[config.mk]
export PLATFORM = sky130hd
export DESIGN_NAME = apb_master_arbiter_flat
export DESIGN_NICKNAME = d
export VERILOG_FILES = /design/src/rtl/apb_master_arbiter_if.sv /design/src/rtl/apb_master_arbiter.sv /design/src/flat_wrapper.sv
export SDC_FILE = /design/constraint.sdc
export NUM_CORES = 1
export LEC_CHECK = 0
export BUFFER_PORTS_ARGS = -buffer_cell sky130_fd_sc_hd__buf_2
export CAP_MARGIN = 20
export CORE_ASPECT_RATIO = 1.5
export CORE_MARGIN = 5
export CORE_UTILIZATION = 33
export CTS_CLUSTER_SIZE = 28
export DETAILED_ROUTE_END_ITERATION = 6
export PLACE_DENSITY_LB_ADDON = 0.08
export SKIP_LAST_GASP = 1
export SLEW_MARGIN = 20
export SYNTH_ARGS = -nofsm -noshare
export SYNTH_HDL_FRONTEND = slang
export SYNTH_SLANG_ARGS = --single-unit
[constraint.sdc]
create_clock -name Pclk -period 1.6 [get_ports Pclk]
set_input_delay 0.08 -clock Pclk [delete_from_list [all_inputs] [get_ports Pclk]]
set_output_delay 0.08 -clock Pclk [all_outputs]
set_load 0.02 [all_outputs]
[src/rtl/apb_master_arbiter_if.sv]
// Bundles the requester-side handshake and the APB bus of the multi-requester APB master.
// A request is accepted on the rising edge where req_valid[i] and req_ready[i] are both high;
// req_* stay stable while req_valid is high and req_ready is low, and rsp_valid is a one-cycle pulse.
interface apb_master_arbiter_if #(
    parameter int NUM_REQ    = 4,
    parameter int ADDR_WIDTH = 8,
    parameter int DATA_WIDTH = 8
);
    logic [NUM_REQ-1:0]            req_valid;
    logic [NUM_REQ-1:0]            req_ready;
    logic [NUM_REQ-1:0]            req_write;
    logic [NUM_REQ*ADDR_WIDTH-1:0] req_addr;
    logic [NUM_REQ*DATA_WIDTH-1:0] req_wdata;
    logic [NUM_REQ-1:0]            rsp_valid;
    logic [DATA_WIDTH-1:0]         rsp_rdata;
    logic                          rsp_err;
    logic                          PSELx;
    logic                          PENABLE;
    logic                          PWRITE;
    logic [ADDR_WIDTH-1:0]         PADDR;
    logic [DATA_WIDTH-1:0]         PWDATA;
    logic [DATA_WIDTH-1:0]         PRDATA;
    logic                          PREADY;
    logic                          PSLVERR;

    modport master (
        input  req_valid, req_write, req_addr, req_wdata, PRDATA, PREADY, PSLVERR,
        output req_ready, rsp_valid, rsp_rdata, rsp_err, PSELx, PENABLE, PWRITE, PADDR, PWDATA
    );

    modport slave (
        output req_valid, req_write, req_addr, req_wdata, PRDATA, PREADY, PSLVERR,
        input  req_ready, rsp_valid, rsp_rdata, rsp_err, PSELx, PENABLE, PWRITE, PADDR, PWDATA
    );
endinterface

[src/rtl/apb_master_arbiter.sv]
// Round-robin arbiter that funnels NUM_REQ local requesters onto one APB bus,
// sequencing SETUP/ACCESS, absorbing wait states and aborting stalled transfers.
module apb_master_arbiter #(
    parameter int NUM_REQ    = 4,
    parameter int ADDR_WIDTH = 8,
    parameter int DATA_WIDTH = 8,
    parameter int TIMEOUT    = 16
) (
    input  logic               Pclk,
    input  logic               Prst,
    apb_master_arbiter_if.master bus,
    output logic [1:0]         fsm_state
);
    localparam int IW = (NUM_REQ > 1) ? $clog2(NUM_REQ) : 1;
    localparam int CW = $clog2(TIMEOUT + 1);

    typedef enum logic [1:0] {
        IDLE   = 2'd0,
        SETUP  = 2'd1,
        ACCESS = 2'd2
    } state_t;

    state_t              state_q, state_d;
    logic [IW-1:0]       ptr_q;
    logic [IW-1:0]       idx_q;
    logic [CW-1:0]       cnt_q;
    logic [IW-1:0]       win_idx;
    logic                any_req;
    logic                take;
    logic                done;
    logic                abort;
    logic [NUM_REQ-1:0]  grant;

    // Scan offsets from the highest down so the lowest offset from the pointer wins.
    always_comb begin
        int j;
        any_req = 1'b0;
        win_idx = '0;
        j       = 0;
        for (int k = NUM_REQ - 1; k >= 0; k--) begin
            j = int'(ptr_q) + k;
            if (j >= NUM_REQ) j = j - NUM_REQ;
            if (bus.req_valid[j]) begin
                any_req = 1'b1;
                win_idx = IW'(j);
            end
        end
    end

    always_ff @(posedge Pclk or posedge Prst) begin
        if (Prst) state_q <= IDLE;
        else      state_q <= state_d;
    end

    // PREADY on the final allowed cycle wins over the timeout abort.
    always_comb begin
        state_d = state_q;
        grant   = '0;
        take    = 1'b0;
        done    = 1'b0;
        abort   = 1'b0;
        case (state_q)
            IDLE: begin
                if (any_req && !Prst) begin
                    take           = 1'b1;
                    grant[win_idx] = 1'b1;
                    state_d        = SETUP;
                end
            end
            SETUP: state_d = ACCESS;
            ACCESS: begin
                if (bus.PREADY) begin
                    done    = 1'b1;
                    state_d = IDLE;
                end else if (cnt_q == CW'(TIMEOUT - 1)) begin
                    abort   = 1'b1;
                    state_d = IDLE;
                end
            end
            default: state_d = IDLE;
        endcase
    end

    assign bus.req_ready = grant;
    assign bus.PSELx     = (state_q != IDLE);
    assign bus.PENABLE   = (state_q == ACCESS);
    assign fsm_state     = state_q;

    always_ff @(posedge Pclk or posedge Prst) begin
        if (Prst) begin
            ptr_q         <= '0;
            idx_q         <= '0;
            cnt_q         <= '0;
            bus.PWRITE    <= 1'b0;
            bus.PADDR     <= '0;
            bus.PWDATA    <= '0;
            bus.rsp_valid <= '0;
            bus.rsp_rdata <= '0;
            bus.rsp_err   <= 1'b0;
        end else begin
            bus.rsp_valid <= '0;
            if (take) begin
                bus.PWRITE <= bus.req_write[win_idx];
                bus.PADDR  <= bus.req_addr[win_idx*ADDR_WIDTH +: ADDR_WIDTH];
                bus.PWDATA <= bus.req_wdata[win_idx*DATA_WIDTH +: DATA_WIDTH];
                idx_q      <= win_idx;
                ptr_q      <= (win_idx == IW'(NUM_REQ - 1)) ? '0 : win_idx + IW'(1);
                cnt_q      <= '0;
            end
            if (done) begin
                bus.rsp_valid[idx_q] <= 1'b1;
                bus.rsp_rdata        <= bus.PWRITE ? '0 : bus.PRDATA;
                bus.rsp_err          <= bus.PSLVERR;
            end else if (abort) begin
                bus.rsp_valid[idx_q] <= 1'b1;
                bus.rsp_rdata        <= '0;
                bus.rsp_err          <= 1'b1;
            end else if (state_q == ACCESS) begin
                cnt_q <= cnt_q + CW'(1);
            end
        end
    end
endmodule

[src/flat_wrapper.sv]
// flat-port wrapper written by rule: the top's interface ports become plain ports
module apb_master_arbiter_flat 
#(
    parameter int NUM_REQ    = 4,
    parameter int ADDR_WIDTH = 8,
    parameter int DATA_WIDTH = 8,
    parameter int TIMEOUT    = 16
)
  (Pclk, Prst, fsm_state, bus_req_valid, bus_req_write, bus_req_addr, bus_req_wdata, bus_PRDATA, bus_PREADY, bus_PSLVERR, bus_req_ready, bus_rsp_valid, bus_rsp_rdata, bus_rsp_err, bus_PSELx, bus_PENABLE, bus_PWRITE, bus_PADDR, bus_PWDATA);
  apb_master_arbiter_if #(.NUM_REQ(NUM_REQ), .ADDR_WIDTH(ADDR_WIDTH), .DATA_WIDTH(DATA_WIDTH)) bus_i ();
  input  logic Pclk;
  input  logic Prst;
  output logic [1:0] fsm_state;
  input wire logic [$bits(bus_i.req_valid)-1:0] bus_req_valid;
  input wire logic [$bits(bus_i.req_write)-1:0] bus_req_write;
  input wire logic [$bits(bus_i.req_addr)-1:0] bus_req_addr;
  input wire logic [$bits(bus_i.req_wdata)-1:0] bus_req_wdata;
  input wire logic [$bits(bus_i.PRDATA)-1:0] bus_PRDATA;
  input wire logic [$bits(bus_i.PREADY)-1:0] bus_PREADY;
  input wire logic [$bits(bus_i.PSLVERR)-1:0] bus_PSLVERR;
  output wire logic [$bits(bus_i.req_ready)-1:0] bus_req_ready;
  output wire logic [$bits(bus_i.rsp_valid)-1:0] bus_rsp_valid;
  output wire logic [$bits(bus_i.rsp_rdata)-1:0] bus_rsp_rdata;
  output wire logic [$bits(bus_i.rsp_err)-1:0] bus_rsp_err;
  output wire logic [$bits(bus_i.PSELx)-1:0] bus_PSELx;
  output wire logic [$bits(bus_i.PENABLE)-1:0] bus_PENABLE;
  output wire logic [$bits(bus_i.PWRITE)-1:0] bus_PWRITE;
  output wire logic [$bits(bus_i.PADDR)-1:0] bus_PADDR;
  output wire logic [$bits(bus_i.PWDATA)-1:0] bus_PWDATA;
  assign bus_i.req_valid = bus_req_valid;
  assign bus_i.req_write = bus_req_write;
  assign bus_i.req_addr = bus_req_addr;
  assign bus_i.req_wdata = bus_req_wdata;
  assign bus_i.PRDATA = bus_PRDATA;
  assign bus_i.PREADY = bus_PREADY;
  assign bus_i.PSLVERR = bus_PSLVERR;
  assign bus_req_ready = bus_i.req_ready;
  assign bus_rsp_valid = bus_i.rsp_valid;
  assign bus_rsp_rdata = bus_i.rsp_rdata;
  assign bus_rsp_err = bus_i.rsp_err;
  assign bus_PSELx = bus_i.PSELx;
  assign bus_PENABLE = bus_i.PENABLE;
  assign bus_PWRITE = bus_i.PWRITE;
  assign bus_PADDR = bus_i.PADDR;
  assign bus_PWDATA = bus_i.PWDATA;
  apb_master_arbiter #(.NUM_REQ(NUM_REQ), .ADDR_WIDTH(ADDR_WIDTH), .DATA_WIDTH(DATA_WIDTH), .TIMEOUT(TIMEOUT)) u_core (.Pclk(Pclk), .Prst(Prst), .bus(bus_i), .fsm_state(fsm_state));
endmodule
* Word-level counts from Yosys, hierarchy flattened *
Cells that the tools add are included.

word-level totals
  bits in registers = 41
  logic and storage cells = 102

cells by class
  add/subtract/negate cells = 9
  magnitude comparators = 12
  eq/ne operators = 6
  shift-type cells = 2
  mux-type cells = 55
  reductions and logical operators = 8

operator list
  kind                                                                            count
  32-bit by 4-bit less-than comparator with 1-bit output (second input constant)  4
  32-bit 2-to-1 mux                                                               4
  32-bit by 4-bit >= comparator with 1-bit output (second input constant)         3
  32-bit by 4-bit subtractor with 32-bit output (second input constant)           3
  32-bit by 6-bit variable part select with 8-bit output                          2
  1-bit 2-to-1 mux                                                                24
  8-bit 2-to-1 mux                                                                3
  5-bit 2-to-1 mux                                                                4
  2-bit 2-to-1 mux                                                                8
  4-bit 2-to-1 mux                                                                4
  1-bit binary-select mux with 2-bit select                                       5
  2-bit by 2-bit adder with 3-bit output (second input constant)                  2
  2-bit by 3-bit less-than comparator with 1-bit output (second input constant)   2
  2-bit case mux with 3 select lines                                              1
  5-bit by 1-bit adder with 5-bit output (second input constant)                  1
  5-bit by 4-bit equality test with 1-bit output (second input constant)          1
  1-bit demux with 2-bit select                                                   2
  2-bit equality test (second input constant)                                     2
  2-bit by 1-bit >= comparator with 1-bit output (second input constant)          2
  2-bit nonzero test                                                              2
  2-bit by 3-bit subtractor with 4-bit output (second input constant)             1
  2-bit by 1-bit adder with 3-bit output (second input constant)                  1
  2-bit by 3-bit >= comparator with 1-bit output (second input constant)          1
  1-bit logical AND                                                               3
  7 further kinds                                                                 7

* Longest topological paths before layout *
Gate-level depths: netlist of run 1.

  word-level depth = 17
  mapped depth = 9
  mapped depth without buffers = 8

* Least setup slack after synthesis of run 1 *
Ideal clock, no wire load.

  path kind = reg2reg
  start point = reg u_core.state_q[0], in the netlist u_core.fsm_state[0]
  end point = reg u_core.bus.PADDR[0]
  setup time = 90 ps
  arrival time = 1,697 ps
  required time = 1,510 ps
  setup slack = -187 ps
  stages on the path, launching flop included = 8
  buffers on the path = 2
  cell sequence = dfrtp_1 or2_1 or3_1 buf_6 clkinv_8 nand2_8 buf_6 o221ai_1

between the ends
  word-level cells in the longest chain between the ends = 2

RTL lines
  what                    RTL line                     source
  from (decl)             apb_master_arbiter.sv:23     state_t state_q, state_d;
  from (signal assigned)  apb_master_arbiter.sv:52     else state_q <= state_d;
  2-bit zero test         apb_master_arbiter.sv:62     case (state_q)
  1-bit 2-to-1 mux        apb_master_arbiter.sv:62
  to (signal assigned)    apb_master_arbiter.sv:104    bus.PADDR <= bus.req_addr[win_idx*ADDR_WIDTH +: ADDR_WIDTH];
  to (decl)               apb_master_arbiter_if.sv:28  output req_ready, rsp_valid, rsp_rdata, rsp_err, PSELx, PENABLE, PWRITE, PADDR, PWDATA

No other way between the ends.
A chain may end at the register's enable or synchronous reset.

* Worst setup path after layout of run 1 *
  start point = reg u_core.ptr_q[0]
  end point = out bus_req_ready[3]

between the ends
  word-level cells in the longest chain between the ends = 16

RTL lines
  what                                                                                                                                                  RTL line                   source
  from (decl)                                                                                                                                           apb_master_arbiter.sv:24   logic [IW-1:0] ptr_q;
  from (signal assigned)                                                                                                                                apb_master_arbiter.sv:107  ptr_q <= (win_idx == IW'(NUM_REQ - 1)) ? '0 : win_idx + IW'(1);
  2-bit by 2-bit adder with 3-bit output                                                                                                                apb_master_arbiter.sv:41   j = int'(ptr_q) + k;
  32-bit by 4-bit subtractor with 32-bit output / 32-bit by 4-bit >= comparator with 1-bit output (equally long branches)                               apb_master_arbiter.sv:42   if (j >= NUM_REQ) j = j - NUM_REQ;
  32-bit 2-to-1 mux                                                                                                                                     apb_master_arbiter.sv:42
  1-bit binary-select mux with 2-bit select                                                                                                             apb_master_arbiter.sv:43   if (bus.req_valid[j]) begin
  1-bit 2-to-1 mux (implied by the code) (2 in series)                                                                                                  apb_master_arbiter.sv:43
  2-bit 2-to-1 mux (3 in series)                                                                                                                        apb_master_arbiter.sv:43
  2-bit 2-to-1 mux (*)                                                                                                                                  apb_master_arbiter.sv:43
  via u_core.win_idx[0]                                                                                                                                 apb_master_arbiter.sv:27   logic [IW-1:0] win_idx;
  2-bit by 3-bit less-than comparator with 1-bit output (implied by the code) / 2-bit by 1-bit >= comparator with 1-bit output (equally long branches)  apb_master_arbiter.sv:66   grant[win_idx] = 1'b1;
  1-bit logical AND (implied by the code)                                                                                                               apb_master_arbiter.sv:66
  1-bit 2-to-1 mux (implied by the code)                                                                                                                apb_master_arbiter.sv:66
  1-bit demux with 2-bit select (*)                                                                                                                     -
  4-bit 2-to-1 mux (*)                                                                                                                                  apb_master_arbiter.sv:64   if (any_req && !Prst) begin
  4-bit 2-to-1 mux (*)                                                                                                                                  apb_master_arbiter.sv:62
  to (decl)                                                                                                                                             flat_wrapper.sv:21         output wire logic [$bits(bus_i.req_ready)-1:0] bus_req_ready;

The timed path passes the listed nets; every way through them passes the cells marked *. The select of a mux whose other input is x is not followed.

==> run_results.csv, run 1 <==
group,metric,value,unit
setup_path,slowest_stage,"dfrtp_2",
route,routedWlPerCell,17.1,µm
route,firstDrtPassIters,4,
setup_path,cp-end-kind,"primary output",
synth,yosys.cell_count.top_type,"dfrtp_1",
synth,ys_warn_count,0,
setup_path,cp.required,1520,ps
setup_path,slowest_delay,460,ps
placed_design,gp_congestion,0.790,
floorplan,start_util,33.8,%
clock_tree,clock_latency,290,ps
route,routed_wl,7.44,mm
floorplan,io_pins,122,
synth,synthFlopType,"dfrtp_1",
sta,final.period_utilization,113,%
setup_path,worstPathCellList,"nor2b_4, a21oi_2, o221ai_2, inv_2, ha_4, and2_4, buf_6",
setup_path,path_class,"flop to primary output",
placed_design,dpl_worst_slack,-91.5,ps
synth,post-synth-top-area-fraction,46.4,%
sta,setup_violations,29,
placed_design,dpl.hpwl,4.90,mm
setup_path,cp.buffers_inverters,2,
final_layout,n_fill_cell,561,
synth,yosysTopAreaCell,"dfrtp_1",
floorplan,rows,36,
outcome,violations,"negative setup slack",
flow_run,cap_violations,0,
outcome,run_status,"finished, violations left",
final_layout,finalInstanceArea,3800,µm²
route,vias,2169,
floorplan,die-width,76.8,µm
synth,synth_edf_count,0,
final_layout,finalCoreUtilization,58.2,%
synth,ys_async_sr_fraction,100,%
clock_tree,cts_tree,"built",
floorplan,core_area,6530,µm²
setup_path,critPathMaxFanout,3,
synth,synth_common_cells,"41 x dfrtp_1, 34 x mux2i_1, 26 x nand2_1",
synth,syn_area,2210,µm²
synth,synth.area.top_cells,"dfrtp_1 46%, mux2i_1 15%, o221ai_1 6.7%, nand2_1 4.4%, ha_1 3.4%",
synth,ys_types,34,
sta,min_period,1800,ps
clock_tree,cts_buffer_depth,2,
synth,yosysSeqAreaShare,46.4,%
final_layout,nNetsFinal,447,
final_layout,antenna_cells,0,
global_routing,grt-ovfl-total,0,
sta,relSlewSlack,63.1,%
sta,drv_slew,0,
placed_design,dpl_cell_area,3040,µm²
sta,finalHoldViolCount,0,
floorplan,die-area,8470,µm²
sta,worst_hold_slack,5.14,ps
sta,clock.fmax,554,MHz
clock_tree,cts_buffers,5,
setup_path,cp_top_family,"flip-flops",
sta,layout_setup_ws,-204,ps
global_routing,grt_max_degree,42,
sta,rsz0062_at_grt,"yes",
global_routing,grt_pass1_wl,10.9,mm
synth,synth_cells,198,
route,drt_iter0_drc,75,
placed_design,numPortBuffers,121,
setup_path,worst_ep_arrival_time,1720,ps
final_layout,area_delta_synth_final,72.0,%
clock_tree,clockRootBuffer,"clkbuf_8",
route,viasPerCell,5.00,
setup_path,cp-start-kind,"flop",
sta,worstMarginPinSlew,553,ps
clock_tree,cts_num_sinks,41,
global_routing,antenna_found_initial,0,
final_layout,seq_area,1030,µm²
min_path,hold_path_class,"input pin to flop",
floorplan,dieHeight,110,µm
synth,syn-num-nets,288,
clock_tree,clk_pin_slew,80,ps
clock_tree,htree_num_levels,2,
final_layout,multiInputGateArea,1470,µm²
global_routing,grt_usage,15.9,%
power_and_ir_drop,finalPower,0.00651,W
synth,synth.ff_latch_count,41,
power_and_ir_drop,p_leak,1.90,nW
synth,avgSynthCellArea,11.2,µm²
power_and_ir_drop,ir_drop,0.000730,V
route,ant_nets,0,
final_layout,drive_above_1_share,64.5,%
global_routing,first_global_vias,2217,
sta,finClkSkew,7.72,ps
route,drc,0,
power_and_ir_drop,power_density,1710,nW/µm²
## cell families (layout without fill, tap and decap cells)
kind of cell    count (synthesis)  in the layout  synth area share, %
flops                          41             41                 46.4
buf+inv                        19            176                 6.97
compound gates                 45             45                 15.5
mux                            34             34                 15.4
simple gates                   53             56                 12.3
fa+ha+maj                       6              6                 3.40
## cell usage in the layout (no fill, tap or decap), types with 2 or more instances in the layout
cell and n:
buf_2 117, dfrtp_1 38, mux2i_1 26, nand2_1 21
buf_4 21, o221ai_2 18, buf_6 11, a22o_1 8
clkbuf_8 7, buf_12 6, inv_1 5, nand2_8 5
mux2i_2 5, o21ai_1 5, ha_4 5, o21ai_0 4
and2_4 4, nand3_1 4, nor2b_4 3, nand2_4 3
nor2_1 3, mux2i_4 3, dfrtp_2 3, inv_2 2
nand2_2 2, o21ai_2 2, o31ai_4 2, and3_1 2
dlygate4sd3_1 2
## flip-flops by register name, indices dropped and copies added (netlist names)
signal                cells
u_core.bus.PADDR          8
u_core.bus.PWRITE         1
u_core.idx_q              2
u_core.ptr_q              2
u_core.cnt_q              5
u_core.bus.PWDATA         8
u_core.bus.rsp_valid      4
u_core.bus.rsp_rdata      8
u_core.bus.rsp_err        1
u_core.fsm_state          2
## area by class of cell
type / count / share of cell area (%)
Multi-Input combinational cell: 141 / 38.6
Timing Repair Buffer: 159 / 27.9
Sequential cell: 41 / 27.1
Inverter: 9 / 1.22
Clock buffer: 7 / 2.54
Tap cell: 76 / 2.50
Clock inverter: 1 / 0.132
## through the flow
step                      TNS [ps]  instances
final                        -3700        434
after CTS                    -3040        428
after detailed placement     -1360        408
after floorplan              -1580        198
after global placement        -963        408
after global routing         -5270        434
## power breakdown
group | internal (W) | leakage (nW) | switching [W]
clock | 0.000391 | 0.0542 | 0.000374
combinational | 0.00191 | 1.33 | 0.00213
sequential | 0.00146 | 0.521 | 0.000252
## layer usage
layer,track usage [%],routed length [µm],vias to the layer above
met2,29.6,4150,86
met1,18.1,2730,1028
met4,5.00,164,0
met3,3.41,398,11
met5,0,0,-
li1,-,-,1044
## worst paths after layout
path                                                 startpoint                             endpoint  slack, ps  cells after the start
worst min-delay path                              bus_PRDATA[0]  u_core.bus.rsp_rdata[0]$_DFFE_PP0P_          5                      2
worst min register to register   u_core.bus.rsp_err$_DFFE_PP0P_       u_core.bus.rsp_err$_DFFE_PP0P_        480                      1
worst max-delay path                u_core.ptr_q[0]$_DFFE_PP0P_                     bus_req_ready[3]       -200                      7
min in group asynchronous                                  Prst      u_core.fsm_state[0]$_DFFE_PP0P_        500                      4
max in group asynchronous                                  Prst          u_core.ptr_q[0]$_DFFE_PP0P_        700                      4
worst max register to register  u_core.fsm_state[1]$_DFFE_PP0P_            u_core.cnt_q[3]$_DFF_PP0_       -190                      8
## worst reg2reg max path, cell delays in order (launching register included)
cell,delay [ps]
dfrtp_2,410
or2_4,250
or3_4,440
clkinv_8,80
buf_4,110
buf_12,140
a21oi_4,50
o21ai_1,120
o31ai_1,80
## repair_timing
| item | CTS | global route |
|---|---|---|
| setup buffers | 8 | 5 |
| hold buffers | 2 | 0 |
| resized for setup | 48 | 51 |
| pin swaps | 7 | 13 |
| setup endpoints to repair | 30 | 41 |
| gates cloned | 3 | 2 |
| hold endpoints to repair | 42 | 0 |
Note: power is estimated with default switching activity, not from simulation.
==> run 2: changes to the inputs <==
--- a/config.mk
+++ b/config.mk
@@ -12,6 +12,7 @@
 export CORE_UTILIZATION = 33
 export CTS_CLUSTER_SIZE = 28
 export DETAILED_ROUTE_END_ITERATION = 6
+export GPL_TIMING_DRIVEN = 0
 export PLACE_DENSITY_LB_ADDON = 0.08
 export SKIP_LAST_GASP = 1
 export SLEW_MARGIN = 20
==> run 2 against run 1 <==
Against the previous run:
- the run still ends with negative setup slack left
- sequential share of layout area up 0.54 points
- total power shrank 2.4%
- critical endpoint unchanged
- design area is 2.1% lower
- global-route usage fell by 1.3 points
- first-iteration DRC count shrank 24%
- register-to-register slack about the same
- cell count up 1.6%
- non-clock buffer count grew 10
- clock-buffer cell count is the same
- largest cell class unchanged
- core utilization shrank 1.2 points
==> run_results.csv, run 2 (same netlist as run 1, synthesis figures left out) <==
group,metric,value,unit
route,routed_wl,6.84,mm
outcome,run_status,"finished, violations left",
route,ant_nets,0,
final_layout,multiInputGateArea,1230,µm²
floorplan,die-area,8470,µm²
clock_tree,clockRootBuffer,"clkbuf_8",
final_layout,antenna_cells,0,
placed_design,gp_congestion,0.716,
sta,drv_slew,0,
setup_path,slowest_stage,"or3_4",
placed_design,dpl.hpwl,4.85,mm
clock_tree,cts_tree,"built",
setup_path,critPathMaxFanout,7,
final_layout,seq_area,1030,µm²
floorplan,die-width,76.8,µm
sta,finClkSkew,4.79,ps
outcome,violations,"negative setup slack",
route,vias,2192,
clock_tree,clk_pin_slew,80,ps
route,firstDrtPassIters,4,
final_layout,mostFrequentLayoutCell,"buf_2",
floorplan,core_area,6530,µm²
setup_path,cp_top_family,"simple AND/OR/NAND/NOR gates",
final_layout,drive_above_1_share,59.5,%
global_routing,antenna_found_initial,0,
sta,min_period,1810,ps
global_routing,grt_usage,14.6,%
floorplan,io_pins,122,
sta,relSlewSlack,69.3,%
sta,clock.fmax,553,MHz
route,viasPerCell,4.97,
global_routing,first_global_vias,2130,
final_layout,final_cells,441,
clock_tree,cts_num_sinks,41,
route,drt_iter0_drc,57,
setup_path,worst_ep_arrival_time,1730,ps
clock_tree,clock_latency,290,ps
min_path,hold_path_class,"input pin to flop",
placed_design,dpl_worst_slack,-237,ps
final_layout,n_fill_cell,569,
flow_run,cap_violations,0,
setup_path,cp.buffers_inverters,2,
setup_path,cp-start-kind,"flop",
sta,final.period_utilization,113,%
final_layout,finalInstanceArea,3720,µm²
route,routedWlPerCell,15.5,µm
final_layout,final_cell_mix,"117 x buf_2, 39 x dfrtp_1, 30 x mux2i_1",
floorplan,start_util,33.8,%
sta,setup_violations,26,
sta,worst_hold_slack,8.22,ps
global_routing,grt_pass1_wl,10.1,mm
setup_path,path_class,"flop to primary output",
placed_design,numPortBuffers,121,
sta,worstMarginPinSlew,459,ps
power_and_ir_drop,ir_drop,0.000852,V
final_layout,area_delta_synth_final,68.4,%
sta,layout_setup_ws,-207,ps
sta,finalHoldViolCount,0,
global_routing,grt_max_degree,24,
power_and_ir_drop,power_density,1710,nW/µm²
placed_design,dpl_cell_area,2960,µm²
final_layout,reg.largest.list,"u_core.bus.PADDR: 8 flops, u_core.bus.PWDATA: 8 flops, u_core.bus.rsp_rdata: 8 flops",
setup_path,cp.required,1520,ps
floorplan,dieHeight,110,µm
power_and_ir_drop,p_leak,1.95,nW
setup_path,worstPathCellList,"or2_4, or3_4, clkinv_8, and2_4, buf_6",
route,drc,0,
final_layout,nNetsFinal,454,
floorplan,rows,36,
global_routing,grt-ovfl-total,0,
clock_tree,cts_buffers,5,
setup_path,slowest_delay,440,ps
clock_tree,htree_num_levels,2,
clock_tree,cts_buffer_depth,2,
setup_path,cp-end-kind,"primary output",
sta,rsz0062_at_grt,"yes",
placed_design,dp_cells,396,
==> run 2: cell count changes in the layout (fill, tap and decap cells not counted), sizes merged <==
cell,before,now
clkinv,3,1
inv,7,8
nand2,31,28
clkbuf,8,11
buf,156,163
bufinv,0,1
==> run 2: final timing paths <==
kind                       slack (ps)  depth (start not counted)                       startpoint                                  end
hold / removal                      8                          2                    bus_PRDATA[6]  u_core.bus.rsp_rdata[6]$_DFFE_PP0P_
max in group asynchronous         760                          4                             Prst      u_core.bus.PADDR[1]$_DFFE_PP0P_
min in group asynchronous         370                          3                             Prst      u_core.fsm_state[1]$_DFFE_PP0P_
hold reg to reg                   490                          2  u_core.bus.PADDR[3]$_DFFE_PP0P_      u_core.bus.PADDR[3]$_DFFE_PP0P_
setup / recovery                 -210                          5  u_core.fsm_state[0]$_DFFE_PP0P_                     bus_req_ready[3]
setup reg to reg                 -190                          7  u_core.fsm_state[0]$_DFFE_PP0P_      u_core.bus.PADDR[5]$_DFFE_PP0P_
==> run 2: layer usage <==
layer | vias to the layer above | wire, µm | global-route usage (%) | share of wire (%)
met3 | 11 | 514 | 4.15 | 7.5
met1 | 1042 | 2460 | 16.9 | 36
met5 | - | 0 | 0 | 0
met2 | 82 | 3780 | 26.3 | 55
met4 | 0 | 90 | 4.00 | 1.3
li1 | 1057 | - | - | -
==> run 2: layout make-up <==
| type | instances | area share (%) |
|---|---|---|
| clock inverters | 1 | 0.807 |
| repair buffers | 160 | 28.5 |
| plain buffers | 9 | 3.70 |
| flip-flops and latches | 41 | 27.6 |
| well taps | 76 | 2.56 |
| multi-input cells | 138 | 33.0 |
| inverters | 9 | 1.45 |
| clock buffers | 7 | 2.32 |
==> run 2: what timing repair did <==
action / CTS / global route
gates resized for setup: 33 / 40
setup buffers: 16 / 17
pin swaps: 6 / 17
hold endpoints to repair: 19 / 0
hold buffers: 2 / 0
endpoints found under the setup margin: 44 / 43
cloned: 1 / 3
==> run 2: report_power, final <==
group          total (W)  internal (W)  switching [W]
clock           0.000872      0.000509       0.000363
sequential       0.00170       0.00145       0.000243
combinational    0.00379       0.00190        0.00189
==> run 2: per-stage QoR <==
stage / utilization, % / total power [W] / setup TNS [ps]
after floorplan: - / 0.00360 / -1580
after global placement: 44.9 / 0.00444 / -8050
after detailed placement: 45.3 / 0.00447 / -4940
after CTS: 51.5 / 0.00578 / -4340
after global routing: 57.0 / 0.00676 / -5770
final: 57.0 / 0.00636 / -3580
==> run 2: worst register-to-register path: stages, from the launching register on <==
cell and delay (ps):
dfrtp_2 410, or2_4 250, or3_4 440, clkinv_8 90, buf_12 100, nand2_8 80
buf_8 150, o221ai_1 190
==> run 3: changes to the inputs <==
--- a/config.mk
+++ b/config.mk
@@ -5,11 +5,12 @@
 export SDC_FILE = /design/constraint.sdc
 export NUM_CORES = 1
 export LEC_CHECK = 0
+export ABC_AREA = 1
 export BUFFER_PORTS_ARGS = -buffer_cell sky130_fd_sc_hd__buf_2
 export CAP_MARGIN = 20
 export CORE_ASPECT_RATIO = 1.5
 export CORE_MARGIN = 5
-export CORE_UTILIZATION = 33
+export CORE_UTILIZATION = 47
 export CTS_CLUSTER_SIZE = 28
 export DETAILED_ROUTE_END_ITERATION = 6
 export GPL_TIMING_DRIVEN = 0
==> constraint.sdc (replaced) <==
create_clock -name Pclk -period 1.8 [get_ports Pclk]
set_input_delay 0.09 -clock Pclk [delete_from_list [all_inputs] [get_ports Pclk]]
set_output_delay 0.09 -clock Pclk [all_outputs]
set_load 0.02 [all_outputs]
==> run 3 against run 2 <==
Against the previous run:
- the flow still finishes with violations (negative setup slack)
- die area down 14%
- sequential share of layout area fell by 2.7 points
- sequential power down 9%
- non-clock buffer count is 3 lower
- routed wire length is 19% higher
- core utilization up 18 points
- setup slack got worse by 250 ps
- flip-flop and latch count is the same
- cell count rose by 31%
- clock-buffer cell count is 2 lower
- critical path depth is 9 higher
- hold slack improved by 38 ps
- critical path type unchanged
- highest routed layer unchanged
==> run_results.csv, run 3 <==
group,metric,value,unit
floorplan,core_area,5490,µm²
synth,yosys.cell_count.top_type,"nand2_1",
synth,post-synth-top-area-fraction,38.6,%
min_path,hold_path_class,"input pin to flop",
min_path,hold_end,"u_core.bus.rsp_rdata[5]$_DFFE_PP0P_",
setup_path,rr_startpoint,"u_core.ptr_q[0]$_DFFE_PP0P_",
final_layout,drive_above_1_share,48.4,%
flow_run,cap_violations,0,
floorplan,dieHeight,102,µm
setup_path,reg2reg_slack,-390,ps
route,ant_nets,0,
synth,syn_area,2660,µm²
global_routing,grt_pass1_wl,12.4,mm
route,routed_wl,8.15,mm
final_layout,multiInputGateArea,1520,µm²
floorplan,io_pins,122,
setup_path,cp-start-kind,"flop",
sta,layout_setup_ws,-458,ps
synth,synth_simple_gate_area_share,30.1,%
power_and_ir_drop,p_int,0.00445,W
min_path,min_delay_path_depth,2,
final_layout,mostFrequentLayoutCell,"buf_2",
final_layout,n_fill_cell,442,
clock_tree,cts_buffers,5,
setup_path,cp.required,1710,ps
synth,synth.ff_latch_count,41,
route,firstDrtPassIters,4,
setup_path,reg2reg_depth,13,
clock_tree,cts_buffer_depth,2,
clock_tree,cts_num_sinks,41,
min_path,min_from,"bus_PRDATA[5]",
final_layout,nNetsFinal,597,
placed_design,dpl_worst_slack,-518,ps
power_and_ir_drop,ir_drop,0.00110,V
route,viasPerCell,4.92,
sta,worstMarginPinSlew,894,ps
global_routing,antenna_found_initial,0,
route,routedWlPerCell,14.1,µm
clock_tree,clock_latency,300,ps
sta,setup_violations,24,
setup_path,cp-end-kind,"primary output",
placed_design,dpl_cell_area,3430,µm²
placed_design,dp_cells,536,
clock_tree,clockRootBuffer,"clkbuf_8",
clock_tree,cts_tree,"built",
placed_design,gp_congestion,0.836,
synth,synth-compound-area-share,13.6,%
setup_path,path_class,"flop to primary output",
power_and_ir_drop,power_density,2080,nW/µm²
sta,finClkSkew,10.6,ps
synth,synth_top_family_by_area,"simple AND/OR/NAND/NOR gates",
clock_tree,clk_pin_slew,90,ps
final_layout,area_delta_synth_final,54.5,%
placed_design,numPortBuffers,121,
synth,ys_warn_count,0,
outcome,violations,"negative setup slack",
sta,relSlewSlack,40.2,%
setup_path,critPathMaxFanout,6,
setup_path,regToRegEndpoint,"u_core.bus.PWRITE$_DFFE_PP0P_",
floorplan,die-area,7300,µm²
sta,finalHoldViolCount,0,
final_layout,reg.largest.list,"u_core.bus.PADDR: 8 flops, u_core.bus.PWDATA: 8 flops, u_core.bus.rsp_rdata: 8 flops",
global_routing,grt_usage,21.3,%
synth,avgSynthCellArea,7.71,µm²
sta,min_period,2260,ps
power_and_ir_drop,pwr-share-seq,18.1,%
synth,syn-num-nets,435,
sta,rsz0062_at_grt,"yes",
floorplan,start_util,48.5,%
final_layout,finalInstanceArea,4110,µm²
synth,synth_xor_area_share,0.940,%
route,drc,0,
synth,synthMuxAreaShare,0,%
synth,ys_types,33,
power_and_ir_drop,p_clk_share,8.9,%
route,drt_iter0_drc,104,
synth,synth_common_cells,"82 x nand2_1, 69 x inv_1, 48 x nand3_1",
synth,ys_async_sr_fraction,100,%
synth,synth_cells,345,
synth,yosysSeqAreaShare,38.6,%
setup_path,worst_ep_arrival_time,2170,ps
final_layout,finalCoreUtilization,74.9,%
synth,synth_edf_count,0,
power_and_ir_drop,p_sw,0.00412,W
sta,final.period_utilization,125,%
sta,worst_hold_slack,46.7,ps
floorplan,die-width,71.4,µm
floorplan,rows,33,
placed_design,dpl.hpwl,5.61,mm
final_layout,final_cell_mix,"120 x buf_2, 76 x nand2_1, 63 x inv_1",
global_routing,grt-ovfl-total,0,
global_routing,grt_max_degree,22,
final_layout,antenna_cells,0,
sta,clock.fmax,443,MHz
final_layout,final_cells,578,
final_layout,seq_area,1030,µm²
synth,synth.area.top_cells,"dfrtp_1 39%, nand2_1 12%, inv_1 9.7%, nand3_1 9.0%, o211ai_2 6.1%",
power_and_ir_drop,swShare,48.0,%
power_and_ir_drop,p_comb_share,73.0,%
power_and_ir_drop,p_leak,2.25,nW
route,vias,2845,
synth,synthAdderAreaFrac,2.82,%
global_routing,first_global_vias,2799,
outcome,run_status,"finished, violations left",
synth,synthFlopType,"dfrtp_1",
sta,drv_slew,0,
clock_tree,htree_num_levels,2,
synth,yosysTopAreaCell,"dfrtp_1",
[run 3: timing repair]
action,4_1_cts,5_1_grt
buffers inserted,16,13
pin swaps,12,18
endpoints found under the setup margin,40,38
hold buffers,1,1
hold endpoints to repair,20,21
gates resized for setup,44,28
cloned,2,1
[run 3: per-stage QoR]
stage               TNS, ps  total power [W]
global route         -10410          0.00921
floorplan             -13.6          0.00495
detailed placement   -14970          0.00611
CTS                   -5720          0.00792
finish                -7730          0.00857
global placement     -14200          0.00602
[run 3: area by class of cell]
class | count | share of cell area [%]
Buffer | 12 | 3.41
Timing Repair inverter | 1 | 0.183
Timing Repair Buffer | 154 | 22.7
Sequential cell | 41 | 25.0
Tap cell | 70 | 2.13
Clock buffer | 5 | 1.67
Multi-Input combinational cell | 219 | 36.9
Clock inverter | 3 | 1.13
Inverter | 73 | 6.94
[run 3: how the worst max path moves through the flow]
stage	cells after the start	from	endpoint	slack [ps]
after floorplan	11	u_core.ptr_q[0]$_DFFE_PP0P_	bus_req_ready[1]	-8
after global placement	6	Prst	bus_req_ready[1]	-520
after detailed placement	6	Prst	bus_req_ready[1]	-520
after CTS	14	u_core.ptr_q[0]$_DFFE_PP0P_	bus_req_ready[3]	-420
after global routing	14	u_core.ptr_q[0]$_DFFE_PP0P_	bus_req_ready[0]	-560
final	14	u_core.ptr_q[0]$_DFFE_PP0P_	bus_req_ready[3]	-460
[run 3: per-layer routing]
layer | up-vias | routed length (µm) | global-route usage (%)
met2 | 88 | 4430 | 38.5
met3 | 15 | 485 | 5.41
met1 | 1323 | 3090 | 24.3
met4 | 0 | 144 | 7.24
li1 | 1419 | - | -
met5 | - | 0 | 0
[run 3: power groups by stage]
stage / clock (W) / combinational, W / sequential (W)
after global placement: 0 / 0.00448 / 0.00154
after detailed placement: 0 / 0.00456 / 0.00155
after CTS: 0.000777 / 0.00560 / 0.00155
final: 0.000764 / 0.00626 / 0.00155
after global routing: 0.000811 / 0.00680 / 0.00160
after floorplan: 0 / 0.00303 / 0.00192
[run 3: logic make-up (layout without fill, tap and decap cells)]
group,after synthesis,count (layout)
AO/OA/AOI/OAI,39,39
flip-flops,41,41
AND/OR/NAND/NOR,172,172
adder cells (fa/ha/maj),6,6
buffers and inverters,85,248
XOR/XNOR,2,2
[run 3: worst max-delay path, cell delays in order, from the launching register on]
cell,delay (ps)
dfrtp_1,390
buf_6,140
buf_12,120
xnor2_4,200
nand2_4,100
nand3_4,110
nand2_4,60
nand2_4,80
nand2_4,70
buf_8,120
buf_12,120
ha_4,150
inv_2,60
nor2_4,30
buf_6,120
